[config.mk]
export PLATFORM = sky130hd
export DESIGN_NAME = fx68_bus_ctrl
export DESIGN_NICKNAME = d
export VERILOG_FILES = /design/src/rtl/fx68_bus_ctrl.sv
export SDC_FILE = /design/constraint.sdc
export NUM_CORES = 1
export LEC_CHECK = 0
export BUFFER_PORTS_ARGS = -buffer_cell sky130_fd_sc_hd__buf_2
export CORE_MARGIN = 2
export CORE_UTILIZATION = 30
export CTS_BUF_LIST = sky130_fd_sc_hd__clkbuf_8
export CTS_CLUSTER_DIAMETER = 120
export DETAILED_ROUTE_END_ITERATION = 7
export SYNTH_ARGS = -nofsm -noshare
export SYNTH_HDL_FRONTEND = slang
export SYNTH_SLANG_ARGS = --single-unit
[constraint.sdc]
create_clock -name clk -period 1.67 [get_ports clk]
set_clock_uncertainty 0.05 [all_clocks]
set_input_delay 0.0835 -clock clk [delete_from_list [all_inputs] [get_ports clk]]
set_output_delay 0.0835 -clock clk [all_outputs]
set_load 0.02 [all_outputs]
[src/rtl/fx68_bus_ctrl.sv]
// fx68_bus_ctrl: 68000 bus-cycle controller for fx68k (phi enables,
// region decode, wait states, DTACK/BERR/VPA, IPL). Macro: FX68_BUS_IRQ_EN.
// Ports: clk, reset_n | phi1, phi2 | as_n, uds_n, lds_n, rw, fc, addr,
// slave_ready, irq_in | sel, dtack_n, vpa_n, berr_n, ipl_n.
module fx68_bus_ctrl #(
  parameter int                     N_REGIONS    = 4,
  parameter logic [8*N_REGIONS-1:0] REGION_BASE  = 32'hE0C08000,
  parameter logic [8*N_REGIONS-1:0] REGION_MASK  = 32'hE0E0E080,
  parameter logic [4*N_REGIONS-1:0] WAIT_STATES  = 16'h0000,
  parameter int                     BERR_TIMEOUT = 64,
  parameter int                     PHI_DIV      = 2
) (
  input  logic                 clk,
  input  logic                 reset_n,
  output logic                 phi1,
  output logic                 phi2,
  input  logic                 as_n,
  input  logic                 uds_n,
  input  logic                 lds_n,
  input  logic                 rw,
  input  logic [2:0]           fc,
  input  logic [23:1]          addr,
  input  logic [N_REGIONS-1:0] slave_ready,
  input  logic [6:0]           irq_in,
  output logic [N_REGIONS-1:0] sel,
  output logic                 dtack_n,
  output logic                 vpa_n,
  output logic                 berr_n,
  output logic [2:0]           ipl_n
);

  localparam int IW = (N_REGIONS > 1) ? $clog2(N_REGIONS) : 1;
  localparam int PW = $clog2(PHI_DIV);
  localparam logic [PW-1:0] PMAX = PW'(PHI_DIV - 1);
  localparam logic [PW-1:0] PHALF = PW'(PHI_DIV / 2);
  localparam logic [7:0] TMO = 8'(BERR_TIMEOUT);

  typedef enum logic [2:0] {
    S_IDLE, S_WAIT, S_ACK, S_BERR, S_IACK, S_END
  } state_t;

  state_t state, nstate;

  logic [PW-1:0] pcnt, pcnt_nxt;
  logic [3:0] wcnt;
  logic [7:0] tcnt;
  logic [IW-1:0] ridx, hit_idx, cur_idx;
  logic hit, iack, rdy;

  logic [N_REGIONS-1:0] sel_d;
  logic dtack_d, berr_d, vpa_d;

  logic unused;
  assign unused = ^{uds_n, lds_n, rw, addr[3:1]};

  assign pcnt_nxt = (pcnt == PMAX) ? '0 : pcnt + PW'(1);

  always_ff @(posedge clk or negedge reset_n) begin
    if (!reset_n) begin
      pcnt <= '0;
      phi1 <= 1'b0;
      phi2 <= 1'b0;
    end else begin
      pcnt <= pcnt_nxt;
      phi1 <= (pcnt_nxt == '0);
      phi2 <= (pcnt_nxt == PHALF);
    end
  end

  // lowest index wins: scan downwards so the last hit is the lowest
  always_comb begin
    hit = 1'b0;
    hit_idx = '0;
    for (int i = N_REGIONS - 1; i >= 0; i--) begin
      if ((addr[23:16] & REGION_MASK[8*i +: 8])
          == REGION_BASE[8*i +: 8]) begin
        hit = 1'b1;
        hit_idx = IW'(i);
      end
    end
  end

  assign cur_idx = (state == S_IDLE) ? hit_idx : ridx;
  assign rdy = slave_ready[ridx];

`ifdef FX68_BUS_IRQ_EN
  logic [6:0] irq_s1, irq_s2;
  logic [2:0] lvl;

  assign iack = (fc == 3'b111) && (&addr[23:4]);

  always_comb begin
    lvl = '0;
    for (int k = 0; k < 7; k++)
      if (irq_s2[k]) lvl = 3'(k + 1);
  end

  always_ff @(posedge clk or negedge reset_n) begin
    if (!reset_n) begin
      irq_s1 <= '0;
      irq_s2 <= '0;
      ipl_n <= 3'b111;
    end else begin
      irq_s1 <= irq_in;
      irq_s2 <= irq_s1;
      ipl_n <= ~lvl;
    end
  end
`else
  logic unused_irq;
  assign unused_irq = ^{fc, irq_in, addr[15:4]};
  assign iack = 1'b0;
  assign ipl_n = 3'b111;
`endif

  always_ff @(posedge clk or negedge reset_n) begin
    if (!reset_n) state <= S_IDLE;
    else state <= nstate;
  end

  always_comb begin
    nstate = state;
    unique case (state)
      S_IDLE:
        if (!as_n) begin
          if (iack) nstate = S_IACK;
          else if (hit) nstate = S_WAIT;
          else nstate = S_BERR;
        end
      S_WAIT:
        if (as_n) nstate = S_END;
        else if (wcnt == '0 && rdy) nstate = S_ACK;
        else if (tcnt == TMO) nstate = S_BERR;
      S_ACK, S_BERR, S_IACK:
        if (as_n) nstate = S_END;
      S_END: nstate = S_IDLE;
      default: nstate = S_IDLE;
    endcase
  end

  // strobes entered straight from IDLE are held back one edge (E1)
  always_comb begin
    sel_d = '0;
    dtack_d = 1'b1;
    berr_d = 1'b1;
    vpa_d = 1'b1;
    if (nstate == S_WAIT || nstate == S_ACK) sel_d[cur_idx] = 1'b1;
    if (nstate == S_ACK) dtack_d = 1'b0;
    if (nstate == S_BERR && state != S_IDLE) berr_d = 1'b0;
    if (nstate == S_IACK && state != S_IDLE) vpa_d = 1'b0;
  end

  always_ff @(posedge clk or negedge reset_n) begin
    if (!reset_n) begin
      sel <= '0;
      dtack_n <= 1'b1;
      berr_n <= 1'b1;
      vpa_n <= 1'b1;
    end else begin
      sel <= sel_d;
      dtack_n <= dtack_d;
      berr_n <= berr_d;
      vpa_n <= vpa_d;
    end
  end

  // timeout count equals k at edge Ek
  always_ff @(posedge clk or negedge reset_n) begin
    if (!reset_n) begin
      wcnt <= '0;
      tcnt <= '0;
      ridx <= '0;
    end else if (state == S_IDLE && !as_n) begin
      ridx <= hit_idx;
      wcnt <= WAIT_STATES[{hit_idx, 2'b00} +: 4];
      tcnt <= 8'd1;
    end else if (state == S_WAIT) begin
      if (wcnt != '0) wcnt <= wcnt - 4'd1;
      if (tcnt != 8'hFF) tcnt <= tcnt + 8'd1;
    end
  end

endmodule

== Word-level counts from Yosys, hierarchy flattened ==
Index checks and enable logic that the tools add are counted.

* Add/subtract/negate cells: 3
* $mul: 0
* Divide/modulo/power cells: 0
* Order comparisons: 3
* Eq/ne operators: 13
* Shifts and indexed selects: 1
* Multiplexer cells: 31
* Bitwise gates (word level): 1
* Reduce and logical (&&, ||, !) cells: 18

{| class="wikitable"
|+ Operators with widths
! operator !! count
|-
| $mux 8 || 3
|-
| $mux 4 || 4
|-
| $shiftx 16x5->4 const A || 1
|-
| $eq 3x3->1 const B || 5
|-
| $mux 3 || 5
|-
| $eq 3x2->1 const B || 4
|-
| $mux 2 || 6
|-
| $mux 1 || 10
|-
| $pmux 3 s3 || 1
|-
| $add 8x1->8 const B || 1
|-
| $eq 8x7->1 const B || 1
|-
| $logic_not 8->1 || 1
|-
| $ne 8x8->1 const B || 1
|-
| $eq 3x1->1 const B || 2
|-
| $lt 2x3->1 const B || 2
|-
| $reduce_bool 2->1 || 3
|-
| $logic_and 1x1->1 || 5
|-
| $logic_not 4->1 || 1
|-
| $reduce_and 2->1 || 2
|-
| $reduce_bool 4->1 || 1
|-
| $sub 4x1->4 const B || 1
|-
| $logic_not 3->1 || 1
|-
| $reduce_bool 3->1 || 1
|-
| $reduce_or 3->1 || 1
|-
| 7 further kinds || 7
|}

* Bits in registers: 26
* Latch bits: 0
* Memory bits (writable): 0
* Memory bits (read-only): 0
* Input bits: 43
* Output and inout bits: 12
* Logic and storage cells: 80
* Memories: 0

== Depth between registers and ports, before layout ==
Gate-level depths: netlist of run 1.

* Word-level depth: 11
* Mapped depth: 6
* Gate-level depth less buffers: 6

== Worst setup path after synthesis of run 1 ==
OpenSTA, ideal clock, no wires.

* Kind: register to register
* Start: register wcnt[0]
* End: register sel[0]
* Data arrival time: 1.583 ns
* Path slack: -0.074 ns
* Stages on the path, launching flop included: 7
* Buffers on the path: 0
* Clock period less this slack: 1.744 ns
* Path through: dfrtp_1 > inv_1 > ha_1 > or3b_1 > nand2b_4 > a2bb2oi_4 > a2111oi_2

* Word-level cells in the longest chain between the ends: 8
* Elaborated cells on any way between the ends: 9
* Those cells by class: eq/ne: 2; mux: 4; reduce/logical: 3

{| class="wikitable"
|+ Ends and longest elaborated chain
! item !! line !! text
|-
| from (decl) || 45 || <nowiki>logic [3:0] wcnt;</nowiki>
|-
| from (signal assigned) || 175 || <nowiki>wcnt <= WAIT_STATES[{hit_idx, 2'b00} +: 4];</nowiki>
|-
| from (signal assigned) || 178 || <nowiki>if (wcnt != '0) wcnt <= wcnt - 4'd1;</nowiki>
|-
| $logic_not 4->1 (*) || 132 || <nowiki>else if (wcnt == '0 && rdy) nstate = S_ACK;</nowiki>
|-
| $logic_and 1x1->1 (*) || 132 ||
|-
| $mux 3 (*) || 132 ||
|-
| $mux 3 (*) || 131 || <nowiki>if (as_n) nstate = S_END;</nowiki>
|-
| $pmux 3 s3 (*) || 123 || <nowiki>unique case (state)</nowiki>
|-
| net nstate[0] || 42 || <nowiki>state_t state, nstate;</nowiki>
|-
| $eq 3x1->1 / $eq 3x2->1 (equally long branches) || 147 || <nowiki>if (nstate == S_WAIT || nstate == S_ACK) sel_d[cur_idx] = 1'b1;</nowiki>
|-
| $logic_or 1x1->1 (*) || 147 ||
|-
| $mux 4 (*) || 147 ||
|-
| net sel_d[0] || 50 || <nowiki>logic [N_REGIONS-1:0] sel_d;</nowiki>
|-
| to (signal assigned) || 160 || <nowiki>sel <= sel_d;</nowiki>
|-
| to (decl) || 25 || <nowiki>output logic [N_REGIONS-1:0] sel,</nowiki>
|}

The timed path passes the listed nets; every way through them passes the cells marked *.
A chain may end at the register's enable or synchronous reset.

== Worst setup path after layout of run 1 ==
* Start: register wcnt[1]
* End: register state[1]

* Word-level cells in the longest chain between the ends: 5

{| class="wikitable"
|+ Ends and longest elaborated chain
! item !! line !! text
|-
| $logic_not 4->1 || 132 ||
|-
| $logic_and 1x1->1 || 132 ||
|-
| $mux 3 || 132 ||
|-
| $mux 3 || 131 ||
|-
| $pmux 3 s3 || 123 ||
|-
| net nstate[1] || 42 ||
|-
| to (signal assigned) || 118 || <nowiki>else state <= nstate;</nowiki>
|-
| to (decl) || 42 ||
|}

The timed path passes the listed nets, and every way through them passes these cells.

==> results_dict.tcl, run 1 <==
set metrics [dict create \
    grt_overflow 0 \
    peakVddDrop_uv 774 \
    p_per_area_nw_per_um2 1760 \
    die_w_um 72.9 \
    row_count 25 \
    start_util_pct 30.5 \
    synth_edf_count 0 \
    clockBufferDepth 2 \
    ant_nets 0 \
    avgSynthCellArea_um2 10.5 \
    reg2reg_from "wcnt[1]$_DFFE_PN0P_" \
    worstSetupStartpoint "wcnt[1]$_DFFE_PN0P_" \
    place_area_um2 1740 \
    die_h_um 72.9 \
    layout_setup_ws_ns -0.125 \
    cp.required_ns 1.83 \
    io_buffer_count 18 \
    vias 1149 \
    synth_flop_cell "dfrtp_1" \
    synth_fa_ha_area_share_pct 3.52 \
    synth.area.top_cells "dfrtp_1 (40%), dfstp_2 (5.5%), xor2_1 (3.7%), ha_1 (3.5%), nor2_1 (3.4%)" \
    design.die.area_um2 5310 \
    finalHoldViolations 0 \
    dr.pass1.iters 4 \
    r2r_end "state[1]$_DFF_PN0_" \
    violations "negative setup slack" \
    period_share_pct 108 \
    ys_types 48 \
    antenna_found_initial 0 \
    syn_inst 135 \
    fin_crit_ns 1.80 \
    clock_sinks 26 \
    synth_simple_gate_area_share_pct 22.2 \
    criticalPathCategory "flop to flop" \
    grtUsageTotal_pct 12.1 \
    setup.worst_path.end "state[1]$_DFF_PN0_" \
    rsz0062_at_grt "yes" \
    regArea_um2 654 \
    drc_errors 0 \
    drtIter0Drc 37 \
    clkLatencyLatePin_ns 0.27 \
    grt_first_pass_wirelength_um 5000 \
    reg2reg_depth 6 \
    async_reset_ff_share_pct 100 \
    yosysSeqAreaShare_pct 46.0 \
    stdcell_area_um2 1900 \
    maxCapViolations 0 \
    synth_xor_area_share_pct 4.93 \
    diodes 0 \
    fillers 455 \
    crit_arrival_ns 1.96 \
    drive_gt1_share_pct 39.6 \
    vias_per_cell 4.87 \
    critPathCaptureType "flop" \
    final_nets 230 \
    ios 55 \
    multi_input_area_um2 766 \
    syn_area_um2 1420 \
    synthToLayoutAreaGrowth_pct 33.8 \
    grt_start_max_net_pins 27 \
    slew_viol_final 0 \
    setup_tns_ns -0.679 \
    cts_buffers 3 \
    synth_top_family_by_area "simple AND/OR/NAND/NOR gates" \
    clock.fmax_ghz 0.557 \
    yosysTopAreaCell "dfrtp_1" \
    slew_headroom_pct 60.6 \
    grt_pass1_vias 1103 \
    core_um2 4660 \
    yosysMostFrequentCell "dfrtp_1" \
    synthTopCellsByCount "dfrtp_1 (23), nor2_1 (13), nand2_1 (10), inv_1 (8), o21ai_0 (7)" \
    clock-root-buffer "clkbuf_8" \
    path_clk_slew_ns 0.10 \
    synthMuxAreaShare_pct 2.29 \
    ys_ff_latch 26 \
    wl_per_cell_um 13.0 \
    tightest_slew_ns 0.591 \
    gp_congestion 0.735 \
    start_kind "flop" \
    leakage_nw 0.889 \
    synth_compound_area_share_pct 16.2 \
    hold_path_class "input port to flop" \
    hpwl_um 2090 \
    routed_wl_um 3070 \
    r2r_slack_ns -0.13 \
    finalSetupViolations 7 \
    cts_tree "done" \
    outcome "finished with violations" \
    yosys_warnings 0 \
    yosysTopAreaCellShare_pct 40.5 \
    critPathMaxFanout 7 \
    htreeDepth 1 \
]
state kept, by name, summed over array words and instances, names as in the netlist, 2 cells and up:
| register | flops |
|---|---|
| ridx | 2 |
| sel | 4 |
| state | 3 |
| tcnt | 8 |
| wcnt | 4 |
placed cells by master (no fill, tap or decap), types with 2 or more instances in the layout:
master / instances
dfstp_2: 3
a2111oi_4: 2
dfrtp_1: 23
inv_1: 7
nor3_1: 2
ha_1: 4
xor2_1: 6
nand3b_1: 2
o211ai_1: 2
xnor2_1: 2
buf_2: 18
nor2_1: 13
or3_1: 2
conb_1: 3
o21ai_0: 7
and3_1: 2
clkbuf_8: 3
nor3b_1: 3
nand3_1: 4
o2111ai_1: 2
a21oi_1: 4
nand2_1: 9
buf_4: 27
cells by family after synthesis:
| group | after synthesis |
|---|---|
| and+or+nand+nor | 53 |
| other | 1 |
| xor gates and xnor gates | 8 |
| DFF | 26 |
| muxes | 2 |
| AOI/OAI and AO/OA | 27 |
| adders and majority gates | 4 |
| buffers and inverters | 14 |
layer usage:
layer	vias to the layer above	track usage (%)	wire (µm)
met3	2	2.49	72
met5	-	0	0
met2	19	19.7	1560
met1	556	16.5	1410
li1	572	-	-
met4	0	3.09	25
how the worst min path moves through the flow:
stage	start	to	slack [ns]	depth (start not counted)
finish	addr[23]	ridx[0]$_DFFE_PN0P_	0.04	3
detailed placement	reset_n	tcnt[7]$_DFFE_PN0P_	0.08	1
CTS	addr[23]	ridx[0]$_DFFE_PN0P_	0.05	3
global route	addr[23]	ridx[0]$_DFFE_PN0P_	0.05	3
floorplan	reset_n	pcnt$_DFF_PN0_	-0.26	0
global placement	reset_n	tcnt[7]$_DFFE_PN0P_	0.07	1
cell type report:
class | instances | share of cell area, %
multi-input combinational | 97 | 40.2
inverter | 8 | 1.58
clock buffer | 3 | 2.17
sequential | 26 | 34.4
timing repair buffer | 47 | 16.5
tap | 54 | 3.55
clock inverter | 1 | 1.58
repair_timing:
action,CTS,global route
pin swaps,1,4
setup endpoints to repair,7,11
hold buffers,1,0
hold endpoints to repair,23,0
setup buffers,2,1
gates resized for setup,1,9
report_power, final:
part / switching, mW / leakage (nW) / internal (mW)
logic: 0.910 / 0.523 / 0.928
registers: 0.152 / 0.330 / 0.829
clock network: 0.203 / 0.0357 / 0.321
worst max-delay path: stages, from the launching register on:
cell and delay (ns):
dfrtp_1 0.39, inv_1 0.07, ha_1 0.13, or3b_4 0.38, nand2b_4 0.17, a22oi_4 0.34
and2_4 0.20
metrics by stage:
stage / utilization (%) / cells / power, mW / worst slack [ns] / hold slack, ns
final: 40.8 / 236 / 3.34 / -0.125 / 0.0434
after floorplan: - / 137 / 2.00 / -0.0578 / -0.262
after global routing: 40.8 / 236 / 3.60 / -0.205 / 0.0526
after CTS: 39.7 / 235 / 3.23 / -0.0993 / 0.0457
after global placement: 37.4 / 228 / 2.60 / -0.0923 / 0.0709
after detailed placement: 37.4 / 228 / 2.64 / -0.0977 / 0.0791
No activity file was read; power rests on OpenSTA's default activity.
==> run 2: changes to the inputs <==
--- a/config.mk
+++ b/config.mk
@@ -11,6 +11,7 @@
 export CTS_BUF_LIST = sky130_fd_sc_hd__clkbuf_8
 export CTS_CLUSTER_DIAMETER = 120
 export DETAILED_ROUTE_END_ITERATION = 7
+export SKIP_LAST_GASP = 1
 export SYNTH_ARGS = -nofsm -noshare
 export SYNTH_HDL_FRONTEND = slang
 export SYNTH_SLANG_ARGS = --single-unit
==> results_dict.tcl, run 2 (synthesis results as in run 1) <==
set metrics [dict create \
    antenna_found_initial 0 \
    row_count 25 \
    grt_pass1_vias 1104 \
    clock.fmax_ghz 0.557 \
    gp_congestion 0.735 \
    layout_commonest_cell "buf_4" \
    layout_setup_ws_ns -0.125 \
    largest_register "tcnt" \
    path_clk_slew_ns 0.10 \
    grtUsageTotal_pct 12.1 \
    finalSetupViolations 7 \
    critPathCaptureType "flop" \
    largestRegisters "tcnt (8), sel (4), wcnt (4)" \
    setup_tns_ns -0.679 \
    fillers 456 \
    drc_errors 0 \
    synthToLayoutAreaGrowth_pct 33.5 \
    hold-worst-slack_ns 0.0433 \
    reg2reg_from "wcnt[1]$_DFFE_PN0P_" \
    outcome "finished with violations" \
    clkLatencyLatePin_ns 0.27 \
    min_path_cells 3 \
    layout_common_cells "buf_4 (27), dfrtp_1 (23), buf_2 (18), nor2_1 (13), nand2_1 (9)" \
    critPathMaxFanout 7 \
    cp.required_ns 1.83 \
    place_area_um2 1740 \
    tightest_slew_ns 0.591 \
    die_h_um 72.9 \
    vias 1149 \
    io_buffer_count 18 \
    clockBufferDepth 2 \
    grt_overflow 0 \
    clock_sinks 26 \
    finalHoldViolations 0 \
    hpwl_um 2090 \
    criticalPathCategory "flop to flop" \
    cts_tree "done" \
    min_to "ridx[0]$_DFFE_PN0P_" \
    place_ws_ns -0.0977 \
    slew_headroom_pct 60.6 \
    violations "negative setup slack" \
    drtIter0Drc 42 \
    cts_buffers 3 \
    hold_start "addr[23]" \
    hold_path_class "input port to flop" \
    diodes 0 \
    r2r_slack_ns -0.13 \
    final_nets 230 \
    rsz0062_at_grt "yes" \
    clock-root-buffer "clkbuf_8" \
    grt_start_max_net_pins 27 \
    vias_per_cell 4.87 \
    reg2reg_depth 6 \
    slew_viol_final 0 \
    dr.pass1.iters 4 \
    largest_register_ffs 8 \
    peakVddDrop_uv 770 \
    period_share_pct 107 \
    start_util_pct 30.5 \
    ant_nets 0 \
    htreeDepth 1 \
    crit_arrival_ns 1.96 \
    wl_per_cell_um 13.0 \
    utilization_pct 40.8 \
    leakage_nw 0.888 \
    grt_first_pass_wirelength_um 5000 \
    routed_wl_um 3070 \
    maxCapViolations 0 \
    design.die.area_um2 5310 \
    die_w_um 72.9 \
    start_kind "flop" \
    core_um2 4660 \
    fin_crit_ns 1.80 \
    drive_gt1_share_pct 39.0 \
    ios 55 \
    r2r_end "state[1]$_DFF_PN0_" \
    p_per_area_nw_per_um2 1760 \
    stdcell_area_um2 1900 \
]
run 2: cell types whose count changed in the layout (fill, tap and decap cells not counted):
cell / change
o21ai_2: -1
o21ai_1: +1
run 2: through the flow:
stage               power (mW)  cells
floorplan                 2.00    137
global placement          2.60    228
detailed placement        2.64    228
CTS                       3.23    235
global route              3.59    236
finish                    3.33    236
run 2: timing repair:
action,4_1_cts,5_1_grt
setup endpoints to repair,7,11
setup buffers,2,1
hold buffers,1,0
pin swaps,1,2
hold endpoints to repair,23,0
gates resized for setup,1,8
run 2: cell type report:
type,instances,area (µm²),share of cell area [%]
inverter,8,30.0,1.58
clock buffer,3,41.3,2.17
multi-input combinational,97,762,40.1
sequential,26,654,34.5
timing repair buffer,47,314,16.5
tap,54,67.6,3.56
clock inverter,1,30.0,1.58
run 2: metal layers:
| layer | share of wire [%] | up-vias | GRT usage, % | wire (µm) |
|---|---|---|---|---|
| li1 | - | 572 | - | - |
| met4 | 0.82 | 0 | 3.09 | 25 |
| met2 | 51 | 19 | 19.7 | 1560 |
| met1 | 46 | 556 | 16.5 | 1410 |
| met3 | 2.3 | 2 | 2.49 | 72 |
| met5 | 0 | - | 0 | 0 |
run 2: worst max-delay path, stage by stage (launching register included):
cell	delay, ns
dfrtp_1	0.39
inv_1	0.07
ha_1	0.13
or3b_4	0.38
nand2b_4	0.17
a22oi_4	0.34
and2_4	0.20
run 2: worst max-delay path by stage:
stage | start | depth (start not counted) | slack (ns) | end
finish | wcnt[1]$_DFFE_PN0P_ | 6 | -0.13 | state[1]$_DFF_PN0_
global route | wcnt[0]$_DFFE_PN0P_ | 6 | -0.20 | state[1]$_DFF_PN0_
CTS | wcnt[0]$_DFFE_PN0P_ | 6 | -0.1 | sel[0]$_DFF_PN0_
detailed placement | wcnt[0]$_DFFE_PN0P_ | 6 | -0.1 | sel[3]$_DFF_PN0_
global placement | wcnt[0]$_DFFE_PN0P_ | 6 | -0.09 | sel[3]$_DFF_PN0_
floorplan | wcnt[0]$_DFFE_PN0P_ | 6 | -0.06 | sel[0]$_DFF_PN0_
run 2: power by group:
group	leakage (nW)	switching, mW	internal (mW)
registers	0.330	0.152	0.829
clock network	0.0357	0.203	0.321
logic	0.522	0.906	0.925
==> run 3: changes to the inputs <==
--- a/config.mk
+++ b/config.mk
@@ -5,7 +5,7 @@
 export SDC_FILE = /design/constraint.sdc
 export NUM_CORES = 1
 export LEC_CHECK = 0
-export BUFFER_PORTS_ARGS = -buffer_cell sky130_fd_sc_hd__buf_2
+export BUFFER_PORTS_ARGS = -buffer_cell sky130_fd_sc_hd__buf_4
 export CORE_MARGIN = 2
 export CORE_UTILIZATION = 30
 export CTS_BUF_LIST = sky130_fd_sc_hd__clkbuf_8
==> results_dict.tcl, run 3 (synthesis results as in run 1) <==
set metrics [dict create \
    cp.required_ns 1.79 \
    clock-root-buffer "clkbuf_8" \
    diodes 0 \
    vias_per_cell 5.06 \
    grt_start_max_net_pins 27 \
    outcome "finished with violations" \
    peakVddDrop_uv 640 \
    power_frac_seq_pct 31.3 \
    dr.pass1.iters 4 \
    hold_path_class "input port to flop" \
    largest_register_ffs 8 \
    finalHoldViolations 0 \
    layout_common_cells "buf_4 (42), dfrtp_1 (23), nor2_1 (13), nand2_1 (9), o21ai_0 (7)" \
    power_frac_comb_pct 56.0 \
    die_w_um 72.9 \
    vias 1180 \
    swShare_pct 39.5 \
    clockBufferDepth 2 \
    design.die.area_um2 5310 \
    path_clk_slew_ns 0.09 \
    finalSetupViolations 7 \
    final_nets 227 \
    clock.fmax_ghz 0.558 \
    grt_overflow 0 \
    rsz0062_at_grt "yes" \
    antenna_found_initial 0 \
    maxCapViolations 0 \
    layout_setup_ws_ns -0.121 \
    grt.busiest_layer "met2" \
    power.internal_mw 1.95 \
    ios 55 \
    hold-worst-slack_ns 0.0266 \
    drc_errors 0 \
    reg2reg_depth 6 \
    cts_buffers 3 \
    layout_commonest_cell "buf_4" \
    grt_first_pass_wirelength_um 5260 \
    routed_wl_um 3130 \
    synthToLayoutAreaGrowth_pct 33.1 \
    power.share.clock_pct 12.7 \
    start_kind "flop" \
    critPathMaxFanout 4 \
    largestRegisters "tcnt (8), sel (4), wcnt (4)" \
    core_um2 4660 \
    critPathCaptureType "flop" \
    hpwl_um 2250 \
    clock_sinks 26 \
    use_met3_pct 2.07 \
    drive_gt1_share_pct 38.0 \
    start_util_pct 30.5 \
    grtUsageTotal_pct 12.7 \
    period_share_pct 107 \
    grt_use_met2_pct 21.5 \
    die_h_um 72.9 \
    gp_congestion 0.810 \
    ant_nets 0 \
    min_path_cells 2 \
    crit_arrival_ns 1.91 \
    largest_register "tcnt" \
    slew_viol_final 0 \
    htreeDepth 1 \
    row_count 25 \
    grt_pass1_vias 1205 \
    criticalPathCategory "flop to flop" \
    drtIter0Drc 55 \
    io_buffer_count 18 \
    slowest_delay_ns 0.41 \
    wl_per_cell_um 13.4 \
    violations "negative setup slack" \
    p_switching_mw 1.27 \
    slowest_stage "dfrtp_1" \
    cts_tree "done" \
    place_ws_ns -0.139 \
    leakage_nw 0.871 \
    fin_crit_ns 1.79 \
    clkLatencyLatePin_ns 0.27 \
    crit_chain "inv_2 > ha_1 > or3b_4 > nand2b_4 > a2bb2oi_4 > a2111oi_4" \
    p_per_area_nw_per_um2 1700 \
    use_met1_pct 16.4 \
]
-- run 3: area by class of cell --
type                            count  area, µm²
Fill cell                         451       2770
Multi-Input combinational cell     97        749
Sequential cell                    26        654
Timing Repair Buffer               44        337
Tap cell                           54       67.6
Clock buffer                        4       55.1
Inverter                            8       30.0
-- run 3: worst paths after layout --
kind	start	endpoint	slack [ns]
max	wcnt[1]$_DFFE_PN0P_	sel[0]$_DFF_PN0_	-0.12
min	as_n	sel[3]$_DFF_PN0_	0.03
max reg2reg	wcnt[1]$_DFFE_PN0P_	sel[0]$_DFF_PN0_	-0.12
min reg2reg	pcnt$_DFF_PN0_	phi1$_DFF_PN0_	0.36
max in group asynchronous	reset_n	dtack_n$_DFF_PN1_	1.07
min in group asynchronous	reset_n	tcnt[7]$_DFFE_PN0P_	0.20
-- run 3: timing repair --
action / 4_1_cts / 5_1_grt
pin swaps: 2 / 2
endpoints found under the setup margin: 7 / 15
hold buffers: 1 / 0
resized for setup: 4 / 4
endpoints found under the hold margin: 26 / 0
buffers inserted: 4 / 3
-- run 3: through the flow --
stage | TNS, ns | area, µm² | power (mW) | instances | util [%]
CTS | -0.468 | 1860 | 3.13 | 230 | 39.9
floorplan | -0.116 | 1430 | 2.00 | 137 | -
global route | -1.41 | 1890 | 3.47 | 233 | 40.6
global placement | -0.191 | 1730 | 2.48 | 221 | 37.2
finish | -0.691 | 1890 | 3.22 | 233 | 40.6
detailed placement | -0.496 | 1730 | 2.58 | 221 | 37.2
-- run 3: power groups by stage --
| stage | sequential, mW | clock (mW) | combinational [mW] |
|---|---|---|---|
| after global placement | 0.993 | 0 | 1.49 |
| after CTS | 1.00 | 0.420 | 1.71 |
| after global routing | 1.03 | 0.449 | 1.99 |
| final | 1.01 | 0.410 | 1.80 |
| after floorplan | 1.02 | 0 | 0.984 |
| after detailed placement | 1.01 | 0 | 1.57 |
-- run 3: worst max-delay path, delay by kind of cell (launching register included) --
family,cells,cell delay (ns)
adders and majority gates,1,0.12
DFF,1,0.41
buffers and inverters,1,0.07
AOI/OAI and AO/OA,2,0.48
and+or+nand+nor,2,0.55
-- run 3: layer usage --
metal | routed length (µm) | part of all wire [%] | up-vias
li1 | - | - | 560
met1 | 1420 | 45 | 593
met2 | 1580 | 51 | 21
met3 | 71 | 2.3 | 6
met4 | 54 | 1.7 | 0
met5 | 0 | 0 | -
